File: config.mk
export PLATFORM = sky130hd
export DESIGN_NAME = ysyx_24110015_mem_arb_flat
export DESIGN_NICKNAME = d
export VERILOG_FILES = /design/src/rtl/ysyx_24110015_mem_arb_if.sv /design/src/rtl/ysyx_24110015_mem_arb.sv /design/src/flat_wrapper.sv
export SDC_FILE = /design/constraint.sdc
export NUM_CORES = 1
export LEC_CHECK = 0
export BUFFER_PORTS_ARGS = -buffer_cell sky130_fd_sc_hd__clkbuf_2
export CAP_MARGIN = 25
export CORE_AREA = 2 2 109 111
export DETAILED_ROUTE_END_ITERATION = 6
export DIE_AREA = 0 0 111 113
export HOLD_SLACK_MARGIN = 0.08
export PLACE_DENSITY = 0.8
export SKIP_LAST_GASP = 1
export SLEW_MARGIN = 20
export SYNTH_ARGS = -nofsm -noshare
export SYNTH_HDL_FRONTEND = slang
export SYNTH_SLANG_ARGS = --single-unit
export TNS_END_PERCENT = 30
File: constraint.sdc
create_clock -name clk -period 5.7 [get_ports clk]
set_clock_uncertainty 0.1 [all_clocks]
set_input_delay 0.855 -clock clk [delete_from_list [all_inputs] [get_ports clk]]
set_output_delay 0.855 -clock clk [all_outputs]
set_load 0.005 [all_outputs]
File: src/rtl/ysyx_24110015_mem_arb_if.sv
// Bus bundle between the IFU, the LSU, the shared memory port and the arbiter.
// The master modport is the arbiter's view; slave is the surrounding cores plus memory.
interface ysyx_24110015_mem_arb_if;
  logic        ifu_req_valid, ifu_req_ready;
  logic [31:0] ifu_addr;
  logic        ifu_resp_valid, ifu_resp_ready, ifu_resp_err;
  logic [31:0] ifu_rdata;

  logic        lsu_req_valid, lsu_req_ready, lsu_wen;
  logic [31:0] lsu_addr, lsu_wdata;
  logic [3:0]  lsu_wmask;
  logic        lsu_resp_valid, lsu_resp_ready, lsu_resp_err;
  logic [31:0] lsu_rdata;

  logic        mem_req_valid, mem_req_ready, mem_wen;
  logic [31:0] mem_addr, mem_wdata;
  logic [3:0]  mem_wmask;
  logic        mem_resp_valid, mem_resp_err;
  logic [31:0] mem_rdata;

  modport master (
    input  ifu_req_valid, ifu_addr, ifu_resp_ready,
           lsu_req_valid, lsu_wen, lsu_addr, lsu_wdata, lsu_wmask, lsu_resp_ready,
           mem_req_ready, mem_resp_valid, mem_resp_err, mem_rdata,
    output ifu_req_ready, ifu_resp_valid, ifu_resp_err, ifu_rdata,
           lsu_req_ready, lsu_resp_valid, lsu_resp_err, lsu_rdata,
           mem_req_valid, mem_wen, mem_addr, mem_wdata, mem_wmask
  );

  modport slave (
    output ifu_req_valid, ifu_addr, ifu_resp_ready,
           lsu_req_valid, lsu_wen, lsu_addr, lsu_wdata, lsu_wmask, lsu_resp_ready,
           mem_req_ready, mem_resp_valid, mem_resp_err, mem_rdata,
    input  ifu_req_ready, ifu_resp_valid, ifu_resp_err, ifu_rdata,
           lsu_req_ready, lsu_resp_valid, lsu_resp_err, lsu_rdata,
           mem_req_valid, mem_wen, mem_addr, mem_wdata, mem_wmask
  );
endinterface

File: src/rtl/ysyx_24110015_mem_arb.sv
// Round-robin arbiter sharing one memory port between IFU and LSU, one
// transaction in flight, with a WAIT timeout that turns into an error response.
module ysyx_24110015_mem_arb #(
  parameter int TIMEOUT = 255
) (
  input logic                    clk,
  input logic                    rst,
  ysyx_24110015_mem_arb_if.master bus
);
  typedef enum logic [1:0] {IDLE, REQ, WAIT, RESP} state_t;

  state_t      state, state_nxt;
  logic        owner_lsu, last_lsu;
  logic [9:0]  cnt;
  logic        wen_q, err_q;
  logic [31:0] addr_q, wdata_q, rdata_q;
  logic [3:0]  wmask_q;
  logic        grant_ifu, grant_lsu, ifu_misalign, timeout;

  assign ifu_misalign = bus.ifu_addr[1:0] != 2'b00;
  // WAIT lasts TIMEOUT cycles: the last one is where cnt reaches TIMEOUT-1
  assign timeout      = cnt == 10'(TIMEOUT - 1);

  always_comb begin
    grant_lsu = 1'b0;
    grant_ifu = 1'b0;
    if (state == IDLE && !rst) begin
      grant_lsu = bus.lsu_req_valid && (!bus.ifu_req_valid || !last_lsu);
      grant_ifu = bus.ifu_req_valid && !grant_lsu;
    end
  end

  always_comb begin
    state_nxt = state;
    case (state)
      IDLE: if (grant_lsu)      state_nxt = REQ;
            else if (grant_ifu) state_nxt = ifu_misalign ? RESP : REQ;
      REQ:  if (bus.mem_req_ready)             state_nxt = WAIT;
      WAIT: if (bus.mem_resp_valid || timeout) state_nxt = RESP;
      RESP: if (owner_lsu ? bus.lsu_resp_ready : bus.ifu_resp_ready) state_nxt = IDLE;
      default: state_nxt = IDLE;
    endcase
  end

  always_ff @(posedge clk) begin
    if (rst) begin
      state     <= IDLE;
      owner_lsu <= 1'b0;
      last_lsu  <= 1'b0;
      cnt       <= '0;
      wen_q     <= 1'b0;
      addr_q    <= '0;
      wdata_q   <= '0;
      wmask_q   <= '0;
      err_q     <= 1'b0;
      rdata_q   <= '0;
    end else begin
      state <= state_nxt;
      if (grant_ifu || grant_lsu) begin
        owner_lsu <= grant_lsu;
        last_lsu  <= grant_lsu;
        addr_q    <= grant_lsu ? bus.lsu_addr  : bus.ifu_addr;
        wen_q     <= grant_lsu && bus.lsu_wen;
        wdata_q   <= grant_lsu ? bus.lsu_wdata : 32'h0;
        wmask_q   <= grant_lsu ? bus.lsu_wmask : 4'b0000;
        // a misaligned fetch never reaches memory; its error is known at grant
        err_q     <= grant_ifu && ifu_misalign;
        rdata_q   <= '0;
      end
      if (state == REQ)       cnt <= '0;
      else if (state == WAIT) cnt <= cnt + 10'd1;
      if (state == WAIT) begin
        if (bus.mem_resp_valid) begin
          err_q   <= bus.mem_resp_err;
          rdata_q <= wen_q ? 32'h0 : bus.mem_rdata;
        end else if (timeout) begin
          err_q   <= 1'b1;
          rdata_q <= 32'h0;
        end
      end
    end
  end

  assign bus.ifu_req_ready  = grant_ifu;
  assign bus.lsu_req_ready  = grant_lsu;
  assign bus.mem_req_valid  = !rst && state == REQ;
  assign bus.mem_wen        = wen_q;
  assign bus.mem_addr       = addr_q;
  assign bus.mem_wdata      = wdata_q;
  assign bus.mem_wmask      = wmask_q;
  assign bus.ifu_resp_valid = !rst && state == RESP && !owner_lsu;
  assign bus.lsu_resp_valid = !rst && state == RESP &&  owner_lsu;
  assign bus.ifu_resp_err   = err_q;
  assign bus.ifu_rdata      = rdata_q;
  assign bus.lsu_resp_err   = err_q;
  assign bus.lsu_rdata      = rdata_q;
endmodule

File: src/flat_wrapper.sv
// flat-port wrapper written by rule: the top's interface ports become plain ports
module ysyx_24110015_mem_arb_flat 
#(
  parameter int TIMEOUT = 255
)
  (clk, rst, bus_ifu_req_valid, bus_ifu_addr, bus_ifu_resp_ready, bus_lsu_req_valid, bus_lsu_wen, bus_lsu_addr, bus_lsu_wdata, bus_lsu_wmask, bus_lsu_resp_ready, bus_mem_req_ready, bus_mem_resp_valid, bus_mem_resp_err, bus_mem_rdata, bus_ifu_req_ready, bus_ifu_resp_valid, bus_ifu_resp_err, bus_ifu_rdata, bus_lsu_req_ready, bus_lsu_resp_valid, bus_lsu_resp_err, bus_lsu_rdata, bus_mem_req_valid, bus_mem_wen, bus_mem_addr, bus_mem_wdata, bus_mem_wmask);
  ysyx_24110015_mem_arb_if bus_i ();
  input logic clk;
  input logic rst;
  input wire logic [$bits(bus_i.ifu_req_valid)-1:0] bus_ifu_req_valid;
  input wire logic [$bits(bus_i.ifu_addr)-1:0] bus_ifu_addr;
  input wire logic [$bits(bus_i.ifu_resp_ready)-1:0] bus_ifu_resp_ready;
  input wire logic [$bits(bus_i.lsu_req_valid)-1:0] bus_lsu_req_valid;
  input wire logic [$bits(bus_i.lsu_wen)-1:0] bus_lsu_wen;
  input wire logic [$bits(bus_i.lsu_addr)-1:0] bus_lsu_addr;
  input wire logic [$bits(bus_i.lsu_wdata)-1:0] bus_lsu_wdata;
  input wire logic [$bits(bus_i.lsu_wmask)-1:0] bus_lsu_wmask;
  input wire logic [$bits(bus_i.lsu_resp_ready)-1:0] bus_lsu_resp_ready;
  input wire logic [$bits(bus_i.mem_req_ready)-1:0] bus_mem_req_ready;
  input wire logic [$bits(bus_i.mem_resp_valid)-1:0] bus_mem_resp_valid;
  input wire logic [$bits(bus_i.mem_resp_err)-1:0] bus_mem_resp_err;
  input wire logic [$bits(bus_i.mem_rdata)-1:0] bus_mem_rdata;
  output wire logic [$bits(bus_i.ifu_req_ready)-1:0] bus_ifu_req_ready;
  output wire logic [$bits(bus_i.ifu_resp_valid)-1:0] bus_ifu_resp_valid;
  output wire logic [$bits(bus_i.ifu_resp_err)-1:0] bus_ifu_resp_err;
  output wire logic [$bits(bus_i.ifu_rdata)-1:0] bus_ifu_rdata;
  output wire logic [$bits(bus_i.lsu_req_ready)-1:0] bus_lsu_req_ready;
  output wire logic [$bits(bus_i.lsu_resp_valid)-1:0] bus_lsu_resp_valid;
  output wire logic [$bits(bus_i.lsu_resp_err)-1:0] bus_lsu_resp_err;
  output wire logic [$bits(bus_i.lsu_rdata)-1:0] bus_lsu_rdata;
  output wire logic [$bits(bus_i.mem_req_valid)-1:0] bus_mem_req_valid;
  output wire logic [$bits(bus_i.mem_wen)-1:0] bus_mem_wen;
  output wire logic [$bits(bus_i.mem_addr)-1:0] bus_mem_addr;
  output wire logic [$bits(bus_i.mem_wdata)-1:0] bus_mem_wdata;
  output wire logic [$bits(bus_i.mem_wmask)-1:0] bus_mem_wmask;
  assign bus_i.ifu_req_valid = bus_ifu_req_valid;
  assign bus_i.ifu_addr = bus_ifu_addr;
  assign bus_i.ifu_resp_ready = bus_ifu_resp_ready;
  assign bus_i.lsu_req_valid = bus_lsu_req_valid;
  assign bus_i.lsu_wen = bus_lsu_wen;
  assign bus_i.lsu_addr = bus_lsu_addr;
  assign bus_i.lsu_wdata = bus_lsu_wdata;
  assign bus_i.lsu_wmask = bus_lsu_wmask;
  assign bus_i.lsu_resp_ready = bus_lsu_resp_ready;
  assign bus_i.mem_req_ready = bus_mem_req_ready;
  assign bus_i.mem_resp_valid = bus_mem_resp_valid;
  assign bus_i.mem_resp_err = bus_mem_resp_err;
  assign bus_i.mem_rdata = bus_mem_rdata;
  assign bus_ifu_req_ready = bus_i.ifu_req_ready;
  assign bus_ifu_resp_valid = bus_i.ifu_resp_valid;
  assign bus_ifu_resp_err = bus_i.ifu_resp_err;
  assign bus_ifu_rdata = bus_i.ifu_rdata;
  assign bus_lsu_req_ready = bus_i.lsu_req_ready;
  assign bus_lsu_resp_valid = bus_i.lsu_resp_valid;
  assign bus_lsu_resp_err = bus_i.lsu_resp_err;
  assign bus_lsu_rdata = bus_i.lsu_rdata;
  assign bus_mem_req_valid = bus_i.mem_req_valid;
  assign bus_mem_wen = bus_i.mem_wen;
  assign bus_mem_addr = bus_i.mem_addr;
  assign bus_mem_wdata = bus_i.mem_wdata;
  assign bus_mem_wmask = bus_i.mem_wmask;
  ysyx_24110015_mem_arb #(.TIMEOUT(TIMEOUT)) u_core (.clk(clk), .rst(rst), .bus(bus_i));
endmodule
Yosys cells after proc, flatten, opt, wreduce, memory -nomap -nowiden
Cells that the tools add are included.
{ "classes": {"reduce_logical": 20, "muxes": 22, "addsub": 1, "eq_ne": 8} }
{ "op_table": {"columns": ["operator", "n"], "rows": [
  ["2-to-1 mux 32 bit", 7],
  ["2-to-1 mux 2 bit", 6],
  ["adder 10 x 1 -> 10 bit (second input constant)", 1],
  ["equality test 10 x 8 -> 1 bit (second input constant)", 1],
  ["logical AND 1 bit", 9],
  ["case mux 2 bit (4 select lines)", 1],
  ["2-to-1 mux 1 bit", 7],
  ["equality test 2 bit (second input constant)", 2],
  ["zero test 1 bit", 4],
  ["2-to-1 mux 4 bit", 1],
  ["!= test 2 x 1 -> 1 bit (second input constant)", 2],
  ["AND reduction 4 bit", 1],
  ["logical OR 1 bit", 3],
  ["!= test 3 x 1 -> 1 bit (second input constant)", 1],
  ["equality test 2 x 1 -> 1 bit (second input constant)", 1],
  ["zero test 2 bit", 1],
  ["!= test 2 bit (second input constant)", 1],
  ["nonzero test 2 bit", 1],
  ["OR reduction 2 bit", 1]
]} }
{ "word_totals": {"input_bits": 142, "out_inout_bits": 140, "ff_bits": 115} }

Longest topological paths before layout
Gate-level depths: netlist of the first run.
{ "logic_depth": {"ltp_word": 11, "ltp_mapped": 9} }

Worst setup path after synthesis of the first run
Ideal clock, no wire load.
{ "synth_timing": {"path_kind": "input port to output port", "start": "in bus_ifu_req_valid", "end": "out bus_lsu_req_ready", "path_stages": 5, "setup_slack_ns": 3.182, "arrival_time_ns": 1.563, "path_cell_list": "buf_2 nand2_1 nand3_2 inv_2 clkbuf_1"} }
{ "synth_via": {"elab_chain_len": 4} }
{ "synth_rtl": {"columns": ["item", "line_no", "rtl"], "rows": [
  ["start: declaration", "flat_wrapper.sv:10", "input wire logic [$bits(bus_i.ifu_req_valid)-1:0] bus_ifu_req_valid;"],
  ["zero test 1 bit", "ysyx_24110015_mem_arb.sv:28", "grant_lsu = bus.lsu_req_valid && (!bus.ifu_req_valid || !last_lsu);"],
  ["logical OR 1 bit", "ysyx_24110015_mem_arb.sv:28", null],
  ["logical AND 1 bit", "ysyx_24110015_mem_arb.sv:28", null],
  ["2-to-1 mux 1 bit", "ysyx_24110015_mem_arb.sv:27", "if (state == IDLE && !rst) begin"],
  ["end: declaration", "flat_wrapper.sv:27", "output wire logic [$bits(bus_i.lsu_req_ready)-1:0] bus_lsu_req_ready;"]
]} }
No other way between the ends.

Worst setup path in the final report of the first run
{ "layout_timing": {"start": "in rst", "end": "out bus_lsu_req_ready"} }
{ "layout_via": {"elab_chain_len": 3} }
{ "layout_rtl": {"columns": ["item", "line_no", "rtl"], "rows": [
  ["start: declaration", "flat_wrapper.sv:9", "input logic rst;"],
  ["zero test 1 bit", "ysyx_24110015_mem_arb.sv:27", null],
  ["logical AND 1 bit", "ysyx_24110015_mem_arb.sv:27", null],
  ["2-to-1 mux 1 bit", "ysyx_24110015_mem_arb.sv:27", null]
]} }
No other way between the ends.

==> impl_metrics.csv, run 1 <==
group,metric,value,unit
run_status,status,"finished, final reports clean",
global_route,grt_pass1_wl,23600,µm
sta,slew_violations,0,
logic_synthesis,ys_seq_area_share,46.1,%
clocking,cts_max_level,4,
clocking,cts_buffers,17,
cells_and_area,mostFrequentLayoutCells,"280 x clkbuf_2, 115 x dfxtp_1, 105 x nand2_1",
clocking,clock-sinks,115,
global_route,grt_pass1_vias,4834,
clocking,cts_tree,"done",
power,power_frac_clock,39.6,%
cells_and_area,nNetsFinal,980,
floorplan,dieArea,12500,µm²
cells_and_area,area_growth,36.4,%
run,drv_cap,0,
sta,setup_tns,0,ns
drt,drtIter0Drc,411,
drt,vias,5198,
worst_setup_path,critPathKind,"input port to primary output",
worst_setup_path,crit_required,4.74,ns
floorplan,core.rowCount,39,
floorplan,pin_count,282,
logic_synthesis,synth_edf_count,0,
global_route,antenna_found_initial,2,
logic_synthesis,synth_flop_cell,"dfxtp_1",
power,intPower,1.93,mW
drt,drt_pre_antenna_iters,4,
logic_synthesis,yosys.cell_types.count,38,
power,leakage,3.03,nW
global_route,grt_max_degree,97,
power,p_sw,0.904,mW
cells_and_area,drive_gt1_share,38.7,%
drt,drtAntennaViolNets,0,
min_path,min_path_type,"flip-flop to flip-flop",
clocking,cts_resized,0,
power,comb_power_share,25.4,%
clocking,postCtsHoldBufs,0,
drt,drt-total-wl,14800,µm
sta,fin_crit_sh,61.1,%
place,portBuffers,281,
worst_setup_path,worstPathArrival,2.53,ns
worst_setup_path,cp-start-kind,"input port",
sta,rsz0062_at_grt,"no",
power,seqPwrFrac,35.0,%
drt,drcViolationCount,0,
logic_synthesis,synth-seq-cells,115,
power,peakVddDrop,0.000207,V
sta,tightest_slew,1.01,ns
floorplan,core-area,11300,µm²
drt,routedWlPerCell,15.0,µm
logic_synthesis,syn_inst,613,
power,power_density,416,nW/µm²
logic_synthesis,ys_warn_count,0,
logic_synthesis,syn_avg_cell_area,8.15,µm²
floorplan,dieHeight,113,µm
sta,period_minus_slack,3.48,ns
logic_synthesis,syn-num-nets,762,
global_route,grt_overflow,0,
clocking,cts_setup_buffers,0,
sta,fmax,0.287,GHz
logic_synthesis,async_flop_share,0,%
sta,finalSetupViolations,0,
drt,via_per_inst,5.26,
power,p_sw_share,31.9,%
clocking,root_buffer,"clkbuf_16",
cells_and_area,utilization,60.5,%
clocking,clkSlewWorstSetupHoldPaths,0.05,ns
floorplan,start_util,44.3,%
clocking,clk_path_buf_depth,2,
logic_synthesis,synth_area,5000,µm²
cells_and_area,layout_commonest_cell,"clkbuf_2",
worst_setup_path,cp_max_fo,56,
place,gp_congestion,0.784,
global_route,track_usage,23.3,%
clocking,clkLatencyLatePin,0.41,ns
sta,report.final.hold_viol_count,0,
sta,slew_headroom,32.7,%
place,dp_hpwl,10200,µm
worst_setup_path,end_kind,"primary output",
floorplan,dieWidth,111,µm
## state kept, by name, summed over array words and instances (netlist names), 2 cells and up
register / cells
u_core.cnt: 10
u_core.bus.mem_wdata: 32
u_core.bus.ifu_rdata: 32
u_core.bus.mem_addr: 32
u_core.bus.mem_wmask: 4
u_core.state: 2
## cell families (layout without fill, tap and decap cells)
logic type / count (synthesis) / count (layout) / share of synthesized area, %
buf+inv: 97 / 328 / 10.1
fa+ha+maj: 7 / 7 / 1.75
xor+xnor: 8 / 8 / 1.40
mux: 2 / 2 / 0.401
compound gates: 148 / 148 / 19.6
flops: 115 / 115 / 46.1
other cells: 0 / 1 / 0
simple gates: 236 / 236 / 20.7
## routing by layer
| layer | track usage (%) | up-vias | part of all wire (%) |
|---|---|---|---|
| met2 | 39.2 | 239 | 49 |
| li1 | - | 2558 | - |
| met4 | 11.7 | 0 | 3.2 |
| met1 | 27.4 | 2361 | 42 |
| met5 | 0 | - | 0 |
| met3 | 6.32 | 40 | 6.6 |
## synth_stat cells, types with 4 or more instances
library cell,count,share of area (%)
buf_4,33,5.0
nor2_1,45,3.4
clkbuf_1,34,2.6
nand3_1,67,6.7
a222oi_1,4,0.80
xor2_1,4,0.70
ha_1,7,1.8
buf_2,14,1.4
a21oi_1,71,7.1
buf_1,7,0.53
dfxtp_1,115,46
nand2_1,105,7.9
inv_1,8,0.60
a311oi_1,30,5.3
xnor2_1,4,0.70
o211ai_1,32,4.8
## path summary, 6_finish.rpt
path | slack, ns | to | from | cells after the start
min reg2reg | 0.36 | u_core.bus.mem_wdata[27]$_SDFFE_PP0P_ | u_core.bus.mem_wdata[27]$_SDFFE_PP0P_ | 2
max | 2.22 | bus_lsu_req_ready | rst | 6
min | 0.36 | u_core.bus.mem_wdata[27]$_SDFFE_PP0P_ | u_core.bus.mem_wdata[27]$_SDFFE_PP0P_ | 2
max reg2reg | 3.03 | u_core.bus.mem_addr[19]$_SDFFE_PP0P_ | u_core.state[1]$_SDFFE_PP0P_ | 8
## critical path, cell delays in order
cell and delay, ns:
buf_4 0.27, nor2b_2 0.16, buf_4 0.34, nand3_4 0.11, inv_2 0.52, clkbuf_2 0.23
## power groups by stage
stage	registers, mW	logic, mW	clock network (mW)
after global placement	1.00	0.714	0
final	0.992	0.719	1.12
after floorplan	1.01	0.464	0
after detailed placement	1.01	0.722	0
after global routing	1.01	0.804	1.19
after CTS	0.992	0.726	1.14
## layout make-up
type	count	area, µm²
Fill cell	1035	4460
Sequential cell	115	2300
Multi-Input combinational cell	401	2210
Timing Repair Buffer	287	1450
Clock buffer	17	425
Clock inverter	15	206
Tap cell	143	179
Inverter	9	33.8
Antenna cell	1	2.50
## per-stage QoR
| stage | hold slack, ns | setup slack, ns | power (mW) | instances | instance area, µm² |
|---|---|---|---|---|---|
| 2_1_floorplan | 0.364 | 3.18 | 1.47 | 613 | 5000 |
| 3_3_place_gp | 0.354 | 2.21 | 1.72 | 955 | 6180 |
| 3_5_place_dp | 0.358 | 2.21 | 1.73 | 955 | 6180 |
| 4_1_cts | 0.365 | 2.21 | 2.86 | 987 | 6810 |
| 5_1_grt | 0.387 | 2.08 | 3.00 | 988 | 6820 |
| 6_report | 0.363 | 2.22 | 2.83 | 988 | 6820 |
Note: power is estimated with default switching activity, not from simulation.
==> run 2: changes to the inputs <==
- CORE_AREA: 2 2 109 111 -> 2 2 121 112
- DIE_AREA: 0 0 111 113 -> 0 0 123 114
- PLACE_DENSITY: 0.8 -> 0.75
- clock period: 5.7 -> 2.82 ns (I/O delays scaled with it)
==> run 2 against run 1 <==
  * Sequential share of layout area fell by 0.17 points
  * Critical path depth did not move
  * Clock-buffer cell count rose by 3
  * First-iteration DRC count fell by 9.2%
  * Via count rose by 0.12%
==> impl_metrics.csv, run 2 (synthesis gave the netlist of run 1 again) <==
group,metric,value,unit
drt,drtAntennaViolNets,0,
worst_setup_path,critPathBufInv,3,
min_path,hold_path.startpoint,"bus_lsu_wdata[0]",
sta,fin_crit_sh,92.1,%
clocking,cts_buffers,17,
sta,rsz0062_at_grt,"no",
cells_and_area,area_growth,37.1,%
power,p_sw_share,33.0,%
worst_setup_path,worstPathArrival,2.08,ns
power,power_frac_clock,37.5,%
cells_and_area,utilization,53.1,%
worst_setup_path,cp_max_fo,31,
floorplan,dieWidth,123,µm
min_path,min_path_type,"input port to flip-flop",
floorplan,pin_count,282,
cells_and_area,fill_cells,1255,
floorplan,dieArea,14000,µm²
global_route,grt_pass1_vias,4723,
clocking,clkSlewWorstSetupHoldPaths,0.06,ns
worst_setup_path,worstPathCellList,"inv_1, ha_1, nor2b_2, nand3_4, inv_2, clkbuf_2",
worst_setup_path,r2r-start,"u_core.cnt[0]$_SDFFE_PP0P_",
place,placed_cells,986,
worst_setup_path,end_kind,"primary output",
drt,drcViolationCount,0,
drt,drt_pre_antenna_iters,5,
worst_setup_path,cp-start-kind,"flip-flop",
sta,report.final.hold_viol_count,0,
cells_and_area,instances_no_fill,1020,
global_route,grt_overflow,0,
drt,via_per_inst,5.10,
clocking,cts_resized,0,
worst_setup_path,crit_required,2.30,ns
floorplan,core-area,12900,µm²
run,drv_cap,0,
power,leakage,3.04,nW
clocking,cts_setup_buffers,0,
clocking,clkLatencyLatePin,0.40,ns
global_route,grt_util_met3,7.40,%
cells_and_area,drive_gt1_share,39.2,%
cells_and_area,layout_commonest_cell,"clkbuf_2",
sta,fmax,0.385,GHz
power,intPower,3.73,mW
place,gp_congestion,0.789,
sta,tightest_slew,0.939,ns
worst_setup_path,critPathKind,"flip-flop to primary output",
sta,finalSetupViolations,0,
floorplan,start_util,38.7,%
worst_setup_path,slowest_delay,0.41,ns
worst_setup_path,slowest_stage,"inv_2",
cells_and_area,mostFrequentLayoutCells,"280 x clkbuf_2, 115 x dfxtp_1, 105 x nand2_1",
drt,drtIter0Drc,373,
drt,vias,5204,
global_route,grt_pass1_wl,22900,µm
global_route,busiest_layer,"met2",
floorplan,core.rowCount,40,
place,portBuffers,281,
clocking,root_buffer,"clkbuf_16",
global_route,met2_usage,33.3,%
power,seqPwrFrac,36.0,%
sta,period_minus_slack,2.60,ns
clocking,clk_path_buf_depth,2,
sta,setup_tns,0,ns
place,place_area,6260,µm²
global_route,track_usage,20.6,%
power,power_density,813,nW/µm²
floorplan,dieHeight,114,µm
drt,routedWlPerCell,14.5,µm
clocking,cts_tree,"done",
global_route,grtUsageMet1,25.1,%
sta,slew_violations,0,
cells_and_area,nNetsFinal,986,
drt,drt-total-wl,14800,µm
power,p_sw,1.84,mW
power,peakVddDrop,0.000467,V
clocking,cts_max_level,4,
global_route,grt_max_degree,68,
cells_and_area,final_area,6850,µm²
clocking,postCtsHoldBufs,0,
worst_setup_path,cp-startpoint,"u_core.state[0]$_SDFFE_PP0P_",
clocking,clock-sinks,115,
sta,slew_headroom,37.3,%
global_route,antenna_found_initial,2,
run_status,status,"finished, final reports clean",
place,dp_hpwl,10500,µm
power,comb_power_share,26.5,%
worst_setup_path,cp_top_family,"buffers and inverters",
[run 2: cell types whose count changed in the layout (fill, tap and decap cells not counted)]
cell	previous run	this run
clkinv_4	3	4
clkinv_2	1	0
bufinv_16	4	1
clkbuf_8	0	3
buf_4	7	13
inv_6	2	3
diode_2	1	2
clkinvlp_4	5	4
[run 2: layer usage]
| metal | vias to the layer above | wire, µm | share of wire (%) |
|---|---|---|---|
| met5 | - | 0 | 0 |
| met2 | 225 | 7030 | 47 |
| li1 | 2570 | - | - |
| met1 | 2385 | 6300 | 42 |
| met4 | 0 | 275 | 1.9 |
| met3 | 24 | 1230 | 8.3 |
[run 2: area by class of cell]
| type | instances | area, µm² | share of cell area [%] |
|---|---|---|---|
| Clock inverter | 12 | 121 | 1.77 |
| Antenna cell | 2 | 5.00 | 0.0730 |
| Multi-Input combinational cell | 401 | 2210 | 32.3 |
| Clock buffer | 20 | 467 | 6.81 |
| Inverter | 9 | 33.8 | 0.493 |
| Timing Repair Buffer | 293 | 1500 | 21.9 |
| Sequential cell | 115 | 2300 | 33.6 |
| Tap cell | 168 | 210 | 3.07 |
[run 2: tightest hold or removal path, delay by kind of cell]
kind	cells	cell delay (ns)
buffers and inverters	1	0.08
AO/OA/AOI/OAI	1	0.05
AND/OR/NAND/NOR	1	0.04
[run 2: path summary, 6_finish.rpt]
| kind | slack (ns) | to | depth (start not counted) |
|---|---|---|---|
| setup / recovery | 0.22 | bus_lsu_req_ready | 6 |
| hold / removal | 0.13 | u_core.bus.mem_wdata[0]$_SDFFE_PP0P_ | 3 |
| setup reg to reg | 0.58 | u_core.state[0]$_SDFFE_PP0P_ | 6 |
| hold reg to reg | 0.37 | u_core.bus.mem_wdata[17]$_SDFFE_PP0P_ | 2 |
[run 2: power by group through the flow]
stage	Combinational (mW)	Clock, mW	Sequential (mW)
2_1_floorplan	0.938	0	2.03
3_3_place_gp	1.46	0	2.03
3_5_place_dp	1.48	0	2.03
4_1_cts	1.48	2.12	2.00
5_1_grt	1.65	2.20	2.03
6_report	1.48	2.09	2.00
[run 2: per-stage QoR]
stage                     setup slack, ns  power [mW]  hold slack [ns]
after floorplan                     0.972        2.97            0.364
after detailed placement            0.598        3.52            0.358
after global placement              0.657        3.49            0.354
after CTS                           0.200        5.61            0.112
after global routing               0.0744        5.88            0.123
final                               0.222        5.57            0.131
==> run 3: changes to the inputs <==
==> constraint.sdc (replaced) <==
create_clock -name clk -period 2.82 [get_ports clk]
set_clock_uncertainty 0.1 [all_clocks]
set_input_delay 0.423 -clock clk [delete_from_list [all_inputs] [get_ports clk]]
set_output_delay 0.423 -clock clk [all_outputs]
set_load 0.01 [all_outputs]
==> run 3 against run 2 <==
  * Utilization fell by 0.31 points
  * Non-clock buffer count shrank 1
  * Via count grew 0.37%
  * Die area unchanged
  * Largest power group is now registers
  * Routed wire length rose by 0.85%
  * Largest cell class unchanged
  * Combinational power up 6%
==> impl_metrics.csv, run 3 (synthesis gave the netlist of run 1 again) <==
group,metric,value,unit
sta,rsz0062_at_grt,"no",
clocking,clkSlewWorstSetupHoldPaths,0.06,ns
clocking,clk_path_buf_depth,2,
drt,drt_pre_antenna_iters,4,
clocking,cts_resized,0,
power,power.total,5.58,mW
power,p_sw,1.91,mW
global_route,grt_overflow,0,
sta,tightest_slew,1.00,ns
worst_setup_path,r2r-start,"u_core.cnt[0]$_SDFFE_PP0P_",
clocking,root_buffer,"clkbuf_16",
floorplan,dieArea,14000,µm²
drt,drcViolationCount,0,
sta,slew_violations,0,
drt,vias,5223,
cells_and_area,area_growth,36.3,%
place,portBuffers,281,
clocking,postCtsHoldBufs,0,
sta,fin_crit_sh,86.8,%
min_path,min_path_type,"input port to flip-flop",
worst_setup_path,rrSetupSlack,0.57,ns
global_route,grt_pass1_vias,4765,
worst_setup_path,cp_max_fo,24,
cells_and_area,fill_cells,1243,
worst_setup_path,cp-start-kind,"flip-flop",
clocking,clock-sinks,115,
worst_setup_path,end_kind,"primary output",
floorplan,core.rowCount,40,
cells_and_area,final_area,6810,µm²
sta,report.final.hold_viol_count,0,
clocking,cts_setup_buffers,0,
power,seqPwrFrac,35.9,%
worst_setup_path,worstPathArrival,1.93,ns
run,drv_cap,0,
cells_and_area,nNetsFinal,985,
place,place_area,6250,µm²
global_route,grt_pass1_wl,23100,µm
power,power_density,819,nW/µm²
power,power_frac_clock,36.0,%
sta,slew_headroom,33.1,%
floorplan,core-area,12900,µm²
cells_and_area,layout_commonest_cell,"clkbuf_2",
floorplan,dieWidth,123,µm
drt,drt-total-wl,15000,µm
floorplan,start_util,38.7,%
clocking,cts_max_level,4,
floorplan,dieHeight,114,µm
worst_setup_path,cp-startpoint,"u_core.state[0]$_SDFFE_PP0P_",
drt,routedWlPerCell,14.7,µm
sta,finalSetupViolations,0,
power,leakage,3.03,nW
global_route,antenna_found_initial,2,
run_status,status,"finished, final reports clean",
place,dp_hpwl,10500,µm
drt,via_per_inst,5.13,
sta,setup_tns,0,ns
worst_setup_path,crit_required,2.30,ns
global_route,track_usage,20.8,%
min_path,hold_path.startpoint,"bus_lsu_wmask[1]",
place,gp_congestion,0.791,
cells_and_area,drive_gt1_share,38.9,%
power,intPower,3.67,mW
worst_setup_path,critPathKind,"flip-flop to primary output",
cells_and_area,mostFrequentLayoutCells,"280 x clkbuf_2, 115 x dfxtp_1, 105 x nand2_1",
power,peakVddDrop,0.000384,V
sta,period_minus_slack,2.45,ns
floorplan,pin_count,282,
power,comb_power_share,28.1,%
clocking,cts_buffers,17,
global_route,grt_max_degree,68,
drt,drtAntennaViolNets,0,
power,p_sw_share,34.3,%
drt,drtIter0Drc,408,
clocking,clkLatencyLatePin,0.41,ns
clocking,cts_tree,"done",
sta,fmax,0.408,GHz
[run 3: worst paths after layout]
| path | end | depth (start not counted) |
|---|---|---|
| worst min register to register | u_core.bus.mem_wdata[28]$_SDFFE_PP0P_ | 2 |
| worst max register to register | u_core.state[0]$_SDFFE_PP0P_ | 6 |
| worst min-delay path | u_core.bus.mem_wmask[1]$_SDFFE_PP0P_ | 3 |
| worst max-delay path | bus_lsu_req_ready | 6 |
[run 3: cell type report]
type	count	area, µm²	area share, %
diodes	2	5.00	0.0735
clock buffers	20	447	6.56
clock inverters	12	109	1.60
inverters	9	33.8	0.496
multi-input cells	401	2210	32.5
flip-flops and latches	115	2300	33.8
well taps	168	210	3.09
repair buffers	292	1490	21.9
[run 3: power by group through the flow]
stage / clock network (mW) / registers (mW) / logic [mW]
after detailed placement: 0 / 2.03 / 1.58
after floorplan: 0 / 2.11 / 0.958
final: 2.00 / 2.00 / 1.57
after CTS: 2.04 / 2.00 / 1.58
after global placement: 0 / 2.03 / 1.55
after global routing: 2.12 / 2.03 / 1.74
[run 3: metrics by stage]
| stage | hold WS (ns) | setup WS [ns] | util (%) | cells |
|---|---|---|---|---|
| 2_1_floorplan | 0.380 | 0.932 | - | 613 |
| 3_3_place_gp | 0.354 | 0.654 | 48.4 | 985 |
| 3_5_place_dp | 0.358 | 0.556 | 48.4 | 985 |
| 4_1_cts | 0.112 | 0.342 | 52.7 | 1017 |
| 5_1_grt | 0.113 | 0.214 | 52.7 | 1018 |
| 6_report | 0.128 | 0.372 | 52.8 | 1019 |
[run 3: per-layer routing]
| metal | vias to the layer above | global-route usage (%) | share of wire [%] |
|---|---|---|---|
| met5 | - | 0 | 0 |
| met1 | 2405 | 24.9 | 42 |
| li1 | 2567 | - | - |
| met3 | 27 | 8.25 | 9.1 |
| met4 | 0 | 7.42 | 2.1 |
| met2 | 224 | 33.8 | 47 |
[run 3: critical path: stages, from the launching register on]
cell      delay [ns]
dfxtp_1         0.32
inv_1           0.12
ha_1            0.21
nor2b_2         0.21
nand3_4         0.10
inv_2           0.34
clkbuf_2        0.21
